### src/rtl/mips_pkg.sv
// -----------------------------------------------------------------------------
// mips_pkg
//   Shared definitions for the register-file write path: register/data widths,
//   the hard-wired zero register, the queued write request record and the
//   starvation FSM state type used by regfile_wr_arbiter.
//   No ports (package).
// -----------------------------------------------------------------------------
package mips_pkg;

  localparam int REG_AW = 5;
  localparam int DATA_W = 32;

  localparam logic [REG_AW-1:0] REG_ZERO = 5'd0;

  // One pending register-file write
  typedef struct packed {
    logic [REG_AW-1:0] addr;
    logic [DATA_W-1:0] data;
  } wr_req_t;

  // Starvation FSM: NORMAL lets WB win; STALL forces a FIFO drain
  typedef enum logic [0:0] {
    ST_NORMAL = 1'b0,
    ST_STALL  = 1'b1
  } arb_state_t;

  // Writes to r0 are architecturally dropped, so every path qualifies on this
  function automatic logic addr_nz(input logic [REG_AW-1:0] a);
    return (a != REG_ZERO);
  endfunction

endpackage

### src/rtl/regwr_fifo.sv
// -----------------------------------------------------------------------------
// regwr_fifo
//   DEPTH-entry synchronous FIFO holding MDU results that lost arbitration for
//   the register-file write port. Also publishes which slots currently hold a
//   valid entry and the destination register of every slot, so the arbiter can
//   answer hazard-unit queries.
// Ports:
//   clk        clock
//   rst_n      synchronous active-low reset (empties the FIFO)
//   push       write din at the tail (ignored when full)
//   pop        drop the head entry (ignored when empty)
//   din        entry to push
//   dout       current head entry
//   empty      no valid entries
//   full       DEPTH valid entries
//   ent_valid  per-slot valid flags (slot index = storage index)
//   ent_addr   per-slot destination register
// -----------------------------------------------------------------------------
module regwr_fifo
  import mips_pkg::*;
#(
  parameter int DEPTH = 2
) (
  input  logic                              clk,
  input  logic                              rst_n,
  input  logic                              push,
  input  logic                              pop,
  input  wr_req_t                           din,
  output wr_req_t                           dout,
  output logic                              empty,
  output logic                              full,
  output logic [DEPTH-1:0]                  ent_valid,
  output logic [DEPTH-1:0][REG_AW-1:0]      ent_addr
);

  localparam int PW = $clog2(DEPTH);
  localparam int CW = PW + 1;

  wr_req_t         mem_r [DEPTH];
  logic [PW-1:0]   rd_ptr_r;
  logic [PW-1:0]   wr_ptr_r;
  logic [CW-1:0]   count_r;
  logic            push_ok_s;
  logic            pop_ok_s;

  assign empty     = (count_r == {CW{1'b0}});
  assign full      = (count_r == CW'(DEPTH));
  assign push_ok_s = push & ~full;
  assign pop_ok_s  = pop & ~empty;
  assign dout      = mem_r[rd_ptr_r];

  // Pointer and occupancy update; pointers wrap naturally since DEPTH is 2^n
  always_ff @(posedge clk) begin
    if (!rst_n) begin
      rd_ptr_r <= {PW{1'b0}};
      wr_ptr_r <= {PW{1'b0}};
      count_r  <= {CW{1'b0}};
    end else begin
      if (push_ok_s) begin
        wr_ptr_r <= wr_ptr_r + PW'(1);
      end
      if (pop_ok_s) begin
        rd_ptr_r <= rd_ptr_r + PW'(1);
      end
      case ({push_ok_s, pop_ok_s})
        2'b10:   count_r <= count_r + CW'(1);
        2'b01:   count_r <= count_r - CW'(1);
        default: count_r <= count_r;
      endcase
    end
  end

  // Entry storage; contents of empty slots are never observed, so no reset
  always_ff @(posedge clk) begin
    if (push_ok_s) begin
      mem_r[wr_ptr_r] <= din;
    end
  end

  // Slot i is valid when its distance from the read pointer is below the count
  always_comb begin
    logic [PW-1:0] off_v;
    off_v     = {PW{1'b0}};
    ent_valid = {DEPTH{1'b0}};
    ent_addr  = {(DEPTH*REG_AW){1'b0}};
    for (int i = 0; i < DEPTH; i++) begin
      off_v        = PW'(i) - rd_ptr_r;
      ent_valid[i] = ({1'b0, off_v} < count_r);
      ent_addr[i]  = mem_r[i].addr;
    end
  end

endmodule

### src/rtl/regfile_wr_arbiter.sv
// -----------------------------------------------------------------------------
// regfile_wr_arbiter
//   Shares the register file's single write port between the WB stage and the
//   multi-cycle MDU. WB has priority; MDU results that cannot be written at
//   once wait in regwr_fifo. A starvation counter raises stall_req so queued
//   results drain, and chk_hit1/2 tell the hazard unit whether a queued write
//   targets a register it is asking about.
// Ports:
//   clk, rst_n            clock, synchronous active-low reset
//   ce                    clock enable (low freezes state, blocks writes)
//   wb_we/addr/data       WB stage write request
//   mdu_valid/addr/data   MDU result; mdu_ready is the accept handshake
//   regwrite/writereg/writedata   register-file write port
//   stall_req             registered pipeline freeze request
//   chk_addr1/2, chk_hit1/2       hazard-unit queries against queued writes
// -----------------------------------------------------------------------------
module regfile_wr_arbiter
  import mips_pkg::*;
#(
  parameter int DEPTH        = 2,
  parameter int STARVE_LIMIT = 4
) (
  input  logic              clk,
  input  logic              rst_n,
  input  logic              ce,
  input  logic              wb_we,
  input  logic [REG_AW-1:0] wb_addr,
  input  logic [DATA_W-1:0] wb_data,
  input  logic              mdu_valid,
  output logic              mdu_ready,
  input  logic [REG_AW-1:0] mdu_addr,
  input  logic [DATA_W-1:0] mdu_data,
  output logic              regwrite,
  output logic [REG_AW-1:0] writereg,
  output logic [DATA_W-1:0] writedata,
  output logic              stall_req,
  input  logic [REG_AW-1:0] chk_addr1,
  input  logic [REG_AW-1:0] chk_addr2,
  output logic              chk_hit1,
  output logic              chk_hit2
);

  localparam int CNT_W = $clog2(STARVE_LIMIT + 1);

  wr_req_t                        head_s;
  wr_req_t                        push_req_s;
  logic                           empty_s;
  logic                           full_s;
  logic [DEPTH-1:0]               ent_valid_s;
  logic [DEPTH-1:0][REG_AW-1:0]   ent_addr_s;
  logic                           hs_s;
  logic                           push_s;
  logic                           pop_s;
  logic                           bypass_s;
  logic                           wb_win_s;
  arb_state_t                     state_r;
  arb_state_t                     state_n_s;
  logic [CNT_W-1:0]               cnt_r;
  logic [CNT_W-1:0]               cnt_n_s;
  logic                           stall_req_r;

  // full is the pre-edge occupancy, so a same-cycle pop never frees a slot
  assign mdu_ready       = ce & rst_n & ~full_s;
  assign hs_s            = mdu_valid & mdu_ready;
  // r0 results are accepted but neither queued nor written
  assign push_s          = hs_s & addr_nz(mdu_addr) & ~bypass_s;
  assign push_req_s.addr = mdu_addr;
  assign push_req_s.data = mdu_data;
  assign stall_req       = stall_req_r;

  regwr_fifo #(
    .DEPTH (DEPTH)
  ) u_fifo (
    .clk       (clk),
    .rst_n     (rst_n),
    .push      (push_s),
    .pop       (pop_s),
    .din       (push_req_s),
    .dout      (head_s),
    .empty     (empty_s),
    .full      (full_s),
    .ent_valid (ent_valid_s),
    .ent_addr  (ent_addr_s)
  );

  // Write-port grant in priority order; the first matching source owns the port
  always_comb begin
    regwrite  = 1'b0;
    writereg  = REG_ZERO;
    writedata = {DATA_W{1'b0}};
    pop_s     = 1'b0;
    bypass_s  = 1'b0;
    wb_win_s  = 1'b0;
    if (!ce) begin
      regwrite = 1'b0;
    end else if ((state_r == ST_STALL) && !empty_s) begin
      // WB is frozen and will be re-presented, so only the FIFO drains
      regwrite  = 1'b1;
      writereg  = head_s.addr;
      writedata = head_s.data;
      pop_s     = 1'b1;
    end else if (wb_we && addr_nz(wb_addr)) begin
      regwrite  = 1'b1;
      writereg  = wb_addr;
      writedata = wb_data;
      wb_win_s  = 1'b1;
    end else if (!empty_s) begin
      regwrite  = 1'b1;
      writereg  = head_s.addr;
      writedata = head_s.data;
      pop_s     = 1'b1;
    end else if (hs_s && addr_nz(mdu_addr)) begin
      regwrite  = 1'b1;
      writereg  = mdu_addr;
      writedata = mdu_data;
      bypass_s  = 1'b1;
    end else begin
      regwrite = 1'b0;
    end
  end

  // Starvation FSM next state: count WB wins over a waiting head, then force a drain
  always_comb begin
    state_n_s = state_r;
    cnt_n_s   = cnt_r;
    if (!ce) begin
      state_n_s = state_r;
      cnt_n_s   = cnt_r;
    end else begin
      case (state_r)
        ST_NORMAL: begin
          if (!empty_s && wb_win_s) begin
            if (cnt_r == CNT_W'(STARVE_LIMIT - 1)) begin
              state_n_s = ST_STALL;
              cnt_n_s   = {CNT_W{1'b0}};
            end else begin
              cnt_n_s = cnt_r + CNT_W'(1);
            end
          end else begin
            cnt_n_s = {CNT_W{1'b0}};
          end
        end
        ST_STALL: begin
          cnt_n_s = {CNT_W{1'b0}};
          if (pop_s || empty_s) begin
            state_n_s = ST_NORMAL;
          end else begin
            state_n_s = ST_STALL;
          end
        end
        default: begin
          state_n_s = ST_NORMAL;
          cnt_n_s   = {CNT_W{1'b0}};
        end
      endcase
    end
  end

  // FSM state, starve count and the registered stall request
  always_ff @(posedge clk) begin
    if (!rst_n) begin
      state_r     <= ST_NORMAL;
      cnt_r       <= {CNT_W{1'b0}};
      stall_req_r <= 1'b0;
    end else begin
      state_r     <= state_n_s;
      cnt_r       <= cnt_n_s;
      stall_req_r <= (state_n_s == ST_STALL);
    end
  end

  // Hazard queries see only entries already stored, never this cycle's push
  always_comb begin
    chk_hit1 = 1'b0;
    chk_hit2 = 1'b0;
    for (int i = 0; i < DEPTH; i++) begin
      chk_hit1 = chk_hit1 | (ent_valid_s[i] & (ent_addr_s[i] == chk_addr1));
      chk_hit2 = chk_hit2 | (ent_valid_s[i] & (ent_addr_s[i] == chk_addr2));
    end
    chk_hit1 = chk_hit1 & addr_nz(chk_addr1);
    chk_hit2 = chk_hit2 & addr_nz(chk_addr2);
  end

endmodule

### config.mk
export PLATFORM = sky130hd
export DESIGN_NAME = regfile_wr_arbiter
export DESIGN_NICKNAME = d
export VERILOG_FILES = /design/src/rtl/mips_pkg.sv /design/src/rtl/regwr_fifo.sv /design/src/rtl/regfile_wr_arbiter.sv
export SDC_FILE = /design/constraint.sdc
export NUM_CORES = 1
export LEC_CHECK = 0
export CORE_MARGIN = 3
export CORE_UTILIZATION = 52
export DETAILED_ROUTE_END_ITERATION = 7
export PLACE_DENSITY = 0.86
export RECOVER_POWER = 25
export SLEW_MARGIN = 30
export SYNTH_ARGS = -nofsm -noshare
export SYNTH_HDL_FRONTEND = slang
export SYNTH_HIERARCHICAL = 1
export SYNTH_SLANG_ARGS = --single-unit
### constraint.sdc
create_clock -name clk -period 6.45 [get_ports clk]
set_input_delay 1.29 -clock clk [delete_from_list [all_inputs] [get_ports clk]]
set_output_delay 1.29 -clock clk [all_outputs]
set_load 0.1 [all_outputs]
# Word level (Yosys, flattened, before mapping)
# Memories as Yosys holds them, arrays and structs flattened. A register that Yosys moved wholly into a read port is not among the register bits.
# Cells that the tools add are included.
dict set report op_classes {
  add_sub_neg 7
  order_cmp 2
  n_eq_ne 8
  mux 38
  bitwise 19
  n_reduce_logical 12
}
# cell count
set op_table {}
lappend op_table {{$mux W32} 5}
lappend op_table {{$mux W5} 5}
lappend op_table {{$mux W1} 23}
lappend op_table {{$eq A5 B5 Y1} 4}
lappend op_table {{$reduce_bool A5 Y1} 4}
lappend op_table {{$and A1 B1 Y1} 13}
lappend op_table {{$mux W3} 2}
lappend op_table {{$pmux W3 S2} 1}
lappend op_table {{$eq A2 B2 Y1 const B} 2}
lappend op_table {{$logic_and A1 B1 Y1} 4}
lappend op_table {{$lt A1 B2 Y1} 2}
lappend op_table {{$not A1 Y1} 4}
lappend op_table {{$pmux W2 S2} 1}
lappend op_table {{$add A3 B1 Y3 const B} 1}
lappend op_table {{$eq A3 B2 Y1 const B} 1}
lappend op_table {{$add A1 B1 Y1 const B} 2}
lappend op_table {{$add A2 B1 Y2 const B} 1}
lappend op_table {{$eq A2 B1 Y1 const B} 1}
lappend op_table {{$logic_not A2 Y1} 1}
lappend op_table {{$or A1 B1 Y1} 2}
lappend op_table {{$pmux W1 S2} 1}
lappend op_table {{$reduce_bool A2 Y1} 1}
lappend op_table {{$sub A1 B1 Y1 const A} 2}
lappend op_table {{$sub A2 B1 Y2 const B} 1}
lappend op_table {{other kinds (2)} 2}
dict set report totals {
  regBits 8
  ramBits 74
  inputBits 89
  output_inout_bits 42
  word_cells 92
  n_memories 1
}
# name depth width read_ports rd_clocked_by_memory_dff write_ports line_no
set mem_list {}
lappend mem_list {u_fifo.mem_r 2 37 3 1 1 regwr_fifo.sv:39} ;# wr_req_t mem_r [DEPTH];

# Longest topological paths before layout
# Gate-level depths: netlist of run 1.
dict set report depth {
  word_depth 15
  depth_mapped 11
  ltp_nobuf 10
}

# Modules after synthesis
# Netlist of run 1, hierarchy kept.
# module instances cells_each area_per_inst_um2 seq_area_each_um2
set by_module_without_submodules {}
lappend by_module_without_submodules {regwr_fifo 1 155 3009.1 2322.2}
lappend by_module_without_submodules {regfile_wr_arbiter 1 204 1630.3 80.1}

# Worst setup path before layout of run 1
# No wires, ideal clock.
dict set report synth_timing {
  path_type {input-to-output}
  start {in ce}
  end {out writedata[0]}
  arrival_time_ps 4708
  slack_ps 452
  cell_stages 5
  n_path_buf 1
  cell_sequence {and3b_1 -> and3_1 -> buf_4 -> a32oi_1 -> o21ai_0}
}
dict set report synth_via {
  elab_chain_len 9
}
# element line_no
set synth_rtl {}
lappend synth_rtl {{start, declared} regfile_wr_arbiter.sv:25} ;# input logic ce,
lappend synth_rtl {{$and A1 B1 Y1 (2 in series)} regfile_wr_arbiter.sv:63} ;# assign mdu_ready = ce & rst_n & ~full_s;
lappend synth_rtl {{$and A1 B1 Y1} regfile_wr_arbiter.sv:64} ;# assign hs_s = mdu_valid & mdu_ready;
lappend synth_rtl {{$logic_and A1 B1 Y1} regfile_wr_arbiter.sv:112} ;# end else if (hs_s && addr_nz(mdu_addr)) begin
lappend synth_rtl {{$mux W32} regfile_wr_arbiter.sv:112}
lappend synth_rtl {{$mux W32} regfile_wr_arbiter.sv:107} ;# end else if (!empty_s) begin
lappend synth_rtl {{$mux W32} regfile_wr_arbiter.sv:102} ;# end else if (wb_we && addr_nz(wb_addr)) begin
lappend synth_rtl {{$mux W32} regfile_wr_arbiter.sv:96} ;# end else if ((state_r == ST_STALL) && !empty_s) begin
lappend synth_rtl {{$mux W32 *} regfile_wr_arbiter.sv:94} ;# if (!ce) begin
lappend synth_rtl {{end, declared} regfile_wr_arbiter.sv:35} ;# output logic [DATA_W-1:0] writedata,
# Every way passes the cells marked *; elsewhere a longest branch is shown, timed or not.

# Final worst setup path of run 1
# Ends and elaborated chain as after synthesis.

==> impl.org, run 1 <==
** Power
- Combinational fraction of design power :: a little over a fifth
- Registers are responsible for about half of the overall power.
- In this run the power spent charging and discharging nets is between 0.3 and 0.4 mW.
- Sw Ratio :: between 20 and 30%
- In this run the power density over the cells is approximately 210 mW/mm2.
- Cell-internal power :: between 0.8 and 0.9 mW
- IR analysis of the VDD net gives a maximum drop of roughly 0.00014 V.
- Clock share of power :: between 20% and 30%
- The analysis attributes to cell leakage a power of ~2 nW.
- Total chip power :: around 1.2 mW

** Critical path
- Worst-case reg-to-reg path depth :: 9
- Gate family responsible for the most delay along the worst path :: buffers and inverters
- For this run, the slowest stage of the critical path takes about 740 ps.
- STA classifies the critical path startpoint as an input pin.
- Along the worst path, the maximum fanout reaches 20.
- Cells along the critical path :: clkdlybuf4s50_1 -> and3b_1 -> and3_1 -> buf_4 -> a32oi_1 -> o21ai_0 -> buf_4
- Cell repeated most along the worst path :: buf_4
- STA classifies the critical path endpoint as an output pin.
- Required time of the critical path :: 5160 ps
- Data arrival time of the worst path :: around 4000 ps
- The slowest stage of the critical path is the clkdlybuf4s50_1 cell.
- WS Path Type :: input pin to output pin
- Counting both buffers and inverters, the worst setup path holds a total of 3.
- Cell depth of the worst setup path :: 7

** Route
- In the final routed layout, each cell accounts on average for ~20 um.
- After detailed routing, the number of remaining DRC violations is 0.
- Final ANT Viol Nets :: 0
- DR vias :: between 3000 and 4000
- Uppermost layer routed :: met4
- Met2 wire length :: about 5900 um
- Number of detailed-route iterations in the first pass :: 5
- Violation count after the first detailed-routing iteration :: about 170
- Met3 wire length :: around 930 um
- For this block, wires on met1 add up to 4500 um.
- Detail-routed via count per cell :: between 6 and 7
- Final Routed Wirelength :: roughly 11000 um

** Yosys
- Commonest cells in the netlist :: edfxtp_1 (74), mux2_2 (37), a32oi_1 (32)
- By area the synthesized netlist is led by edfxtp_1 (48%), mux2_2 (9.0%), a22oi_2 (8.1%).
- Synth Cell Area :: 0.00464 mm2
- Library cell with the highest instance count after synthesis :: edfxtp_1
- Number of warnings issued by yosys :: 6
- In the synthesized netlist the dominant register cell turns out to be edfxtp_1.
- The cell count after synthesis came out at roughly 360.
- After synthesis, the share of flip-flops with an asynchronous set or reset is 0%.
- Library cells used by synthesis :: 51
- Number of flops mapped to enable cells by yosys :: 74
- Share of the synthesized area in the top cell type :: 47.9%
- Post-Syn Area per Cell :: 12.9 um2
- The share of the Yosys chip area taken by registers is roughly 52%.
- Synthesized netlist net count :: 450
- The synthesized design spends more area on one cell type than any other, namely edfxtp_1.
- The synthesized design contains 83 register bits.

** Clock tree
- Gates resized during post-CTS repair numbered 0.
- TritonCTS built the clock tree.
- No sink is reached through more buffers than the 2 on the longest clock path.
- Clk sinks :: 83
- Htree depth :: 3
- In this run, post-CTS hold repair placed 0 buffers.
- TritonCTS created 9 clock buffers.
- CTS Root Cell :: clkbuf_8
- Clk_lat worst skew :: approximately 340 ps
- Post-CTS Setup Bufs :: 0
- After clock tree synthesis, the clock-pin slew on the worst setup and hold paths is 80 ps.

** Placed design
- IO buf count :: 130
- The wire-length estimate of the detail-placed layout is just over 8000 um.
- At the end of routability-driven placement, the weighted congestion stood at 0.989.

** GRT
- The first global-routing pass estimated 18300 um of wire.
- The initial antenna violation count is 0.
- Entering global routing, the biggest net connects 38 pins.
- Global routing finished with a remaining overflow of 0.
- GR Util All Layers :: a little under a quarter
- The via count of the first global-routing pass is 3754.

** STA
- Max-slew violation count :: 0
- Maximum operating frequency :: about 190 MHz
- Final setup fails :: 0
- Setup repair after global routing left no endpoint under its margin.
- Clock skew :: ~9.2 ps
- The number of hold violations in the final report was 0.
- For the finished layout, the period the worst path requires is 5380 ps.
- For the pin with the worst max-slew slack, the measured transition is 996 ps.
- Share of the clock period used by the worst path :: ~83%
- Setup_tns :: 0 ps
- The worst pin sits at a relative slew slack of approximately 33%.

** Status
- Outcome :: finished, final reports clean

** Die
- Die Outline Area :: between 0.01 and 0.015 mm2
- Pin placement for this block handled roughly 130 I/O pins.
- Row Count :: 33
- Die width :: around 100 um
- In this run the standard cell core region covers around 0.0084 mm2.
- The initial utilization of the core area, before any placement, comes to a little under three fifths.
- Die span in y :: ~100 um

** Cells and area
- Counting the fill cells in the layout gives between 600 and 700.
- 0 antenna diodes ended up in the layout.
- Layout-stage area growth over the synthesis result :: 28.6%
- NumNets Final :: 557
- Share of final-layout standard cells stronger than drive strength 1 :: between 20 and 30%

** Hold path
- Number of instances on the worst hold path :: 2
- Class of the worst hold path :: flop to flop

** Run
- MaxCap Viol Count :: 0
## cell families (layout without fill, tap and decap cells)
family | after synthesis | in the layout | synth area share, %
AOI/OAI and AO/OA | 120 | 120 | 22.0
DFF | 83 | 83 | 51.8
and+or+nand+nor | 50 | 50 | 6.66
buffers and inverters | 44 | 156 | 5.74
muxes | 37 | 37 | 8.98
xor gates and xnor gates | 23 | 23 | 4.34
adders and majority gates | 2 | 2 | 0.539
## layout make-up
cell class	instances	area, um2	area share (%)
Inverter	7	26.3	0.441
Tap cell	105	131	2.20
Multi-Input combinational cell	232	1970	33.1
Clock inverter	6	73.8	1.24
Sequential cell	83	2400	40.3
Clock buffer	10	128	2.14
Timing Repair Buffer	133	1230	20.6
## path summary, 6_finish.rpt
check                                  startpoint                  end  slack, ps
worst min register to register           cnt_r[1]             cnt_r[1]        480
worst min-delay path                     cnt_r[1]             cnt_r[1]        480
worst max-delay path                           ce         writedata[0]       1070
worst max register to register  u_fifo/count_r[0]  u_fifo/mem_r[0][18]       3430
## placed cells by master (no fill, tap or decap), drive strengths merged, types with 8 or more instances in the layout
cell type,instances
a22oi,32
a32oi,32
and3,8
buf,41
clkbuf,10
clkdlybuf4s50,66
dfxtp,9
dlygate4sd3,26
edfxtp,74
inv,9
mux2,37
nand3,8
o21ai,36
xor2,16
## through the flow
stage	hold slack [ps]	worst slack, ps	area, um2	std cells	utilization (%)
2_1_floorplan	429	452	4640	359	-
4_1_cts	480	1120	5960	576	70.8
6_report	482	1070	5960	576	70.8
3_5_place_dp	466	1130	5760	560	68.4
3_3_place_gp	442	1270	5760	560	68.4
5_1_grt	513	933	5960	576	70.8
## sequential cells by signal (all words and copies together) (netlist names), named ones only
signal	cells
u_fifo/count_r	2
cnt_r	3
u_fifo/rd_ptr_r	1
u_fifo/wr_ptr_r	1
u_fifo/mem_r	74
stall_req	1
## power by group through the flow
stage          registers [mW]  logic (mW)  clock network [mW]
6_report                0.598       0.270               0.370
5_1_grt                 0.599       0.283               0.399
4_1_cts                 0.598       0.273               0.377
3_5_place_dp            0.610       0.272                   0
3_3_place_gp            0.609       0.268                   0
2_1_floorplan           0.608       0.176                   0
## worst register-to-register path: stages (launching register included)
cell,delay [ps]
dfxtp_1,480
nand2b_4,200
inv_2,40
and3b_1,260
nand3_1,110
a31oi_1,270
inv_1,90
or3_1,380
inv_1,430
buf_4,430
## routing by layer
| metal | track usage, % | up-vias |
|---|---|---|
| li1 | - | 1649 |
| met1 | 28.6 | 1748 |
| met2 | 39.8 | 196 |
| met3 | 4.36 | 12 |
| met4 | 9.02 | 0 |
| met5 | 0 | - |
(Power assumes the default switching activity.)
==> run 2, diff against run 1 <==
--- a/config.mk
+++ b/config.mk
@@ -6,9 +6,9 @@
 export NUM_CORES = 1
 export LEC_CHECK = 0
 export CORE_MARGIN = 3
-export CORE_UTILIZATION = 52
+export CORE_UTILIZATION = 48
 export DETAILED_ROUTE_END_ITERATION = 7
-export PLACE_DENSITY = 0.86
+export PLACE_DENSITY = 0.8
 export RECOVER_POWER = 25
 export SLEW_MARGIN = 30
 export SYNTH_ARGS = -nofsm -noshare
==> constraint.sdc (replaced) <==
create_clock -name clk -period 5.3 [get_ports clk]
set_input_delay 1.06 -clock clk [delete_from_list [all_inputs] [get_ports clk]]
set_output_delay 1.06 -clock clk [all_outputs]
set_load 0.1 [all_outputs]
==> impl.org, run 2 (synthesis gave the netlist of run 1 again) <==
** Placed design
- IO buf count :: 130 (unchanged)
- The detailed placement HPWL is 8240 um (+1.9%).
- Placed cell count :: 586 (+4.6%)
- Placement Cell Area :: 0.00629 mm2 (+9.2%)
- The worst-case setup slack after placement is 854 ps (-273 ps).
- The final weighted congestion in routability-driven placement was 0.927 (-6.3%).

** Clock tree
- The buffer levels on the longest clock path was 2 (unchanged).
- Clock tree from TritonCTS :: built
- CTS Root Cell :: clkbuf_8
- The quantity of hold-fixing buffers added after cts came to 0 (unchanged).
- The number of sinks driven by the clock tree is 83 (unchanged).
- Htree depth :: 3 (unchanged)
- The clock slew at the register clock pins of the worst setup and hold paths was 70 ps (about the same).
- Resize count post-CTS :: 0 (unchanged)
- The latest clock arrival within the worst-skew pair came to 350 ps (about the same).
- Post-CTS Setup Bufs :: 0 (unchanged)
- The number of buffers created by CTS is 9 (unchanged).

** GRT
- The first-pass GRT wire length was 19200 um (+4.9%).
- The initial antenna violation count was 0 (unchanged).
- The total global routing overflow was 0 (unchanged).
- The via count of the first global-routing pass was 3880 (+3.4%).
- The met2 track demand over resource in global routing was 36.8% (-3.0 points).
- The overall routing resource usage came to 21.9% (-1.2 points).
- Met3 track demand over resource :: 5.34% (+0.98 points)
- met2 is the most crowded layer.
- The largest net degree at the start of global routing was 38 (unchanged).
- Met1 demand-to-capacity share in global routing :: 27.1% (-1.5 points)

** Critical path
- The slowest stage of the critical path belongs to the cell nand3_2.
- Walking the worst path, the cells encountered are clkdlybuf4s50_1 -> or3_4 -> o21ai_2 -> nand3_2 -> o21ai_1 -> buf_12.
- The slack of the worst reg-to-reg path is 2450 ps (-980 ps).
- In this run the worst setup path begins at wb_addr[4].
- Worst R2R Start :: u_fifo/count_r[0]
- The worst setup path is launched from an input pin.
- STA classifies the critical path endpoint as an output pin.
- The critical path is of the input pin to output pin type.
- The worst reg2reg path depth came to 9 (unchanged).
- Crit path max fanout :: 32 (+60%)
- The maximum single-stage delay on the critical path is 570 ps (-170 ps).
- Required time of the critical path :: 4240 ps (-920 ps)
- Data arrival time of the worst path :: 3360 ps (-730 ps)

** Cells and area
- The final layout net count is 559 (+0.36%).
- Register name with the most flops :: u_fifo/mem_r
- The final design area excluding fillers came to 0.00646 mm2 (+8.4%).
- Leaving out fill and tap cells, the most frequent cell in the layout is edfxtp_1.
- Max reg flops :: 74 (unchanged)
- In the layout the commonest cells are edfxtp_1 (74), clkdlybuf4s50_1 (64), buf_12 (39), mux2_2 (37).
- The number of standard cells in the layout, taps in and fillers out came to 602 (+4.5%).
- Antenna Cells :: 0 (unchanged)
- Top Registers :: u_fifo/mem_r (74), cnt_r (3), u_fifo/count_r (2)
- Share of final-layout standard cells stronger than drive strength 1 :: 30.4% (+0.93 points)
- The fraction of the core area covered by cells at the end of the flow came to 69.3% (-1.5 points).
- Layout-stage area growth over the synthesis result :: 39.3%
- Fill cells :: 678 (+11%)

** STA
- The largest clock skew in the final design is 12.0 ps (+2.81 ps).
- Worst-case hold slack :: 486 ps (+3.59 ps)
- Max-slew violation count :: 0 (unchanged)
- Final Hold Violating Endpoints :: 0 (unchanged)
- Share of the clock period used by the worst path :: between 80% and 90%
- The post-layout worst setup margin came to 876 ps (-196 ps).
- Min Clock Period, post-route :: around 4400 ps
- Setup_tns :: 0 ps (unchanged)
- The count of final setup violators is 0 (unchanged).
- RSZ-0062 raised after global routing :: false
- Worst slew margin relative to its limit :: 31.7% (-1.7 points)
- Maximum operating frequency :: ~230 MHz
- Tightest Pin Transition :: 1020 ps (+24.7 ps)

** Hold path
- Class of the worst hold path :: flop to flop
- The worst hold path depth is 1 (-1).
- Worst hold path startpoint :: cnt_r[0]

** Die
- The core area is 0.00933 mm2 (+11%).
- The top-level I/O count came to 131 (unchanged).
- The cell row count came to 35 (+6.1%).
- The die height is 104 um (+3.8%).
- Die Outline Area :: 0.0109 mm2 (+7.8%)
- The die span in x was 104 um (+3.8%).
- The effective utilization at floorplan was 49.7% (-5.3 points).

** Route
- The via density per instance was 5.94 (-5.2%).
- Final Routed Wirelength :: 11700 um (+2.2%)
- Wire per inst :: 19.5 um (-2.3%)
- The number of search-and-repair iterations in the first detailed-routing pass is 4 (-1).
- The number of remaining DRC errors is 0 (unchanged).
- DR vias :: 3573 (-0.89%)
- Violation count after the first detailed-routing iteration :: 135 (-22%)
- Final ANT Viol Nets :: 0 (unchanged)

** Power
- Leak Pwr :: 2.10 nW (+6.5%)
- The total power consumption of the routed design is 1.51 mW (+22%).
- Worst IR drop on VDD :: 0.000140 V (-0.15%)
- The power per cell area came to 233 mW/mm2 (+12%).

** Run
- The max-capacitance violation count was 0 (unchanged).

** Status
- Outcome :: finished, final reports clean
## run 2: power by group
group | internal [mW] | leakage [nW] | switching (mW) | total (mW)
Combinational | 0.152 | 1.27 | 0.226 | 0.379
Clock | 0.172 | 0.0837 | 0.230 | 0.401
Sequential | 0.722 | 0.743 | 0.00476 | 0.727
## run 2: worst paths after layout
path | to
worst min register to register | cnt_r[0]
worst max-delay path | writedata[23]
worst min-delay path | cnt_r[0]
worst max register to register | u_fifo/mem_r[0][9]
## run 2: worst max-delay path: cells and delay by family
kind | cells | cell delay (ps)
simple gates | 2 | 980
buf+inv | 2 | 660
compound gates | 2 | 650
## run 2: layout make-up
| cell class | count | area (um2) | area share, % |
|---|---|---|---|
| inverter | 7 | 26.3 | 0.406 |
| multi-input combinational | 232 | 1980 | 30.6 |
| tap | 129 | 161 | 2.50 |
| clock buffer | 9 | 124 | 1.92 |
| sequential | 83 | 2400 | 37.2 |
| clock inverter | 7 | 50.0 | 0.774 |
| timing repair buffer | 135 | 1720 | 26.7 |
## run 2: per-layer routing
metal / part of all wire, % / wire [um] / vias up
li1: - / - / 1654
met5: 0 / 0 / -
met3: 7.6 / 894 / 19
met1: 41 / 4790 / 1728
met2: 50 / 5840 / 172
met4: 1.6 / 189 / 0
==> run 3, diff against run 2 <==
==> constraint.sdc (replaced) <==
create_clock -name clk -period 4.3 [get_ports clk]
set_input_delay 0.86 -clock clk [delete_from_list [all_inputs] [get_ports clk]]
set_output_delay 0.86 -clock clk [all_outputs]
set_load 0.1 [all_outputs]
==> impl.org, run 3 (synthesis gave the netlist of run 1 again) <==
** Clock tree
- Clock slew at reported path FFs :: 90 ps (+20 ps)
- Clk sinks :: 83 (unchanged)
- CTS Root Cell :: clkbuf_8
- Post-CTS Setup Bufs :: 0 (unchanged)
- The buffer levels on the longest clock path was 2 (unchanged).
- TritonCTS built the clock tree.
- Htree depth :: 3 (unchanged)
- The quantity of hold-fixing buffers added after cts is 0 (unchanged).
- Resize count post-CTS :: 0 (unchanged)
- The number of buffers created by CTS was 9 (unchanged).
- Clk_lat worst skew :: 340 ps (about the same)

** Cells and area
- The flip-flop count of the largest register, all copies and words added is 74 (unchanged).
- Count of non-filler cells in the finished layout :: 611 (+1.5%)
- Counting flops per register, the top entry is u_fifo/mem_r.
- The footprint of the multi-input gates was 0.00210 mm2 (+6.2%).
- The antenna diode instance count came to 0 (unchanged).
- Top Registers :: u_fifo/mem_r (74), cnt_r (3), u_fifo/count_r (2)
- Compared with the post-synthesis result, the final layout area differs by 45.3%.
- Most used cells in the layout excluding fill and tap cells :: edfxtp_1 (74), clkdlybuf4s50_1 (63), buf_12 (39), mux2_2 (37)
- Most common library cell in the layout ignoring fill and taps :: edfxtp_1
- The final layout net count was 569 (+1.8%).
- The number of filler instances in the final layout was 648 (-4.4%).
- The share of layout cells above drive strength 1 was 38.0% (+7.5 points).
- The sequential cell area came to 0.00240 mm2 (unchanged).

** Power
- Worst IR drop on VDD :: 0.000198 V (+42%)
- Pwr/cell area :: 303 mW/mm2 (+30%)
- Sw Ratio :: 28.0% (-2.5 points)
- Cell-internal power :: 1.47 mW (+41%)
- Share of power burned in registers :: 43.8% (-4.4 points)
- Combinational fraction of design power :: 24.0% (-1.1 points)
- Leak Pwr :: 2.25 nW (+7.1%)
- The net switching power was 0.573 mW (+24%).
- Clock share of power :: 32.2% (+5.6 points)

** Die
- Die width :: 104 um (unchanged)
- Die Outline Area :: 0.0109 mm2 (unchanged)
- Placeable Area :: 0.00933 mm2 (unchanged)
- The die height is 104 um (unchanged).
- The top-level I/O count came to 131 (unchanged).
- Row Count :: 35 (unchanged)
- Initial cell density of the core :: 49.7% (unchanged)

** STA
- The routed design could run at a clock period as short as about 3800 ps.
- Max-slew violation count :: 0 (unchanged)
- The number of hold violations in the final report came to 0 (unchanged).
- Clock skew :: 11.6 ps (-0.386 ps)
- The actual slew at the worst max-slew pin came to 966 ps (-55.4 ps).
- For this run, the top clock speed supported by timing is roughly 260 MHz.
- Setup ws final :: 459 ps (-417 ps)
- The worst slew margin relative to its limit is 35.4% (+3.7 points).
- RSZ-0062 raised after global routing :: false
- After layout, the worst path uses between 80% and 90% of the clock period.
- The count of final setup violators came to 0 (unchanged).

** Critical path
- Cells along the critical path :: clkdlybuf4s50_1 -> and3b_1 -> and3_1 -> buf_4 -> a221oi_1 -> nor3_2 -> buf_12
- STA classifies the critical path endpoint as an output pin.
- Among all stages on the critical path, the largest delay is contributed by clkdlybuf4s50_1.
- The combined buffer and inverter count along the critical path was 3 (+1).
- Crit path max fanout :: 21 (-34%)
- STA classifies the critical path startpoint as an input pin.
- Data arrival time of the worst path :: 2980 ps (-380 ps)
- The maximum single-stage delay on the critical path was 680 ps (+110 ps).
- Required time of the critical path :: 3440 ps (-800 ps)
- The worst setup path is of the input pin to output pin kind.
- On the critical path the largest part of the delay comes from buffers and inverters.

** Placed design
- IO buf count :: 130 (unchanged)
- Post-place setup slack :: 417 ps (-437 ps)
- The detailed placement HPWL came to 8680 um (+5.3%).
- The number of cells in the design after placement was 595 (+1.5%).
- Final estimated routing congestion in global placement :: 0.904 (-2.5%)

** GRT
- The via count of the first global-routing pass came to 3965 (+2.2%).
- The total global routing overflow is 0 (unchanged).
- The largest net degree at the start of global routing came to 34 (-11%).
- Initial antenna violation count :: 0 (unchanged)
- Wire length of the first global-routing pass :: 20000 um (+4.3%)
- GR Util All Layers :: 22.7% (+0.83 points)

** Route
- The detailed router's first-iteration violation count is 181 (+34%).
- Final ANT Viol Nets :: 0 (unchanged)
- The detail-routed net length per standard cell came to 20.2 um (+3.9%).
- Detail-routed via count per cell :: 5.95 (+0.21%)
- The overall via count from detail_route was 3634 (+1.7%).
- The number of search-and-repair iterations in the first detailed-routing pass came to 4 (unchanged).
- DR DRC count :: 0 (unchanged)
- The sum of routed wire length over all layers came to 12400 um (+5.5%).

** Hold path
- Class of the worst hold path :: flop to flop

** Run
- MaxCap Viol Count :: 0 (unchanged)

** Status
- The run finished with clean final reports.
[run 3: cell count changes in the layout (fill, tap and decap cells not counted), sizes merged]
| cell | change |
|---|---|
| clkinvlp | -2 |
| clkdlybuf4s50 | -1 |
| clkinv | -1 |
| buf | +10 |
| inv | -2 |
| dlygate4sd3 | +1 |
| clkbuf | +1 |
| bufinv | +3 |
[run 3: final timing paths]
path | from | cells past startpoint | endpoint | slack (ps)
worst max-delay path | rst_n | 7 | writereg[2] | 460
worst min-delay path | cnt_r[1] | 2 | cnt_r[1] | 480
worst max register to register | u_fifo/count_r[0] | 9 | u_fifo/mem_r[0][22] | 1780
worst min register to register | cnt_r[1] | 2 | cnt_r[1] | 480
[run 3: stage by stage]
step | setup TNS [ps] | hold slack (ps) | util [%] | instance area, um2 | power, mW
4_1_cts | 0 | 475 | 72.0 | 6710 | 2.06
6_report | 0 | 477 | 72.2 | 6740 | 2.04
5_1_grt | 0 | 508 | 72.2 | 6740 | 2.11
3_5_place_dp | 0 | 458 | 69.5 | 6480 | 1.41
3_3_place_gp | 0 | 439 | 69.5 | 6480 | 1.40
2_1_floorplan | -84.1 | 429 | - | 4770 | 1.19
[run 3: power groups by stage]
stage	clock [mW]	sequential (mW)	combinational, mW
floorplan	0	0.912	0.278
global placement	0	0.914	0.485
detailed placement	0	0.914	0.492
CTS	0.668	0.896	0.494
global route	0.697	0.897	0.512
finish	0.658	0.896	0.491
[run 3: cell type report]
| cell class | instances | share of cell area, % |
|---|---|---|
| flip-flops and latches | 83 | 35.7 |
| inverters | 7 | 0.390 |
| well taps | 129 | 2.40 |
| repair buffers | 145 | 27.0 |
| clock buffers | 10 | 1.89 |
| clock inverters | 5 | 1.52 |
| multi-input cells | 232 | 31.1 |
[run 3: tightest hold or removal path: cells and delay by family (launching register included)]
| family | cells | cell delay [ps] |
|---|---|---|
| and+or+nand+nor | 1 | 60 |
| AOI/OAI and AO/OA | 1 | 50 |
| DFF | 1 | 320 |
[run 3: per-layer routing]
metal | track usage [%] | up-vias | wire length, um
met2 | 38.7 | 132 | 6130
li1 | - | 1675 | -
met4 | 6.74 | 0 | 102
met3 | 5.96 | 11 | 867
met1 | 28.3 | 1816 | 5250
met5 | 0 | - | 0
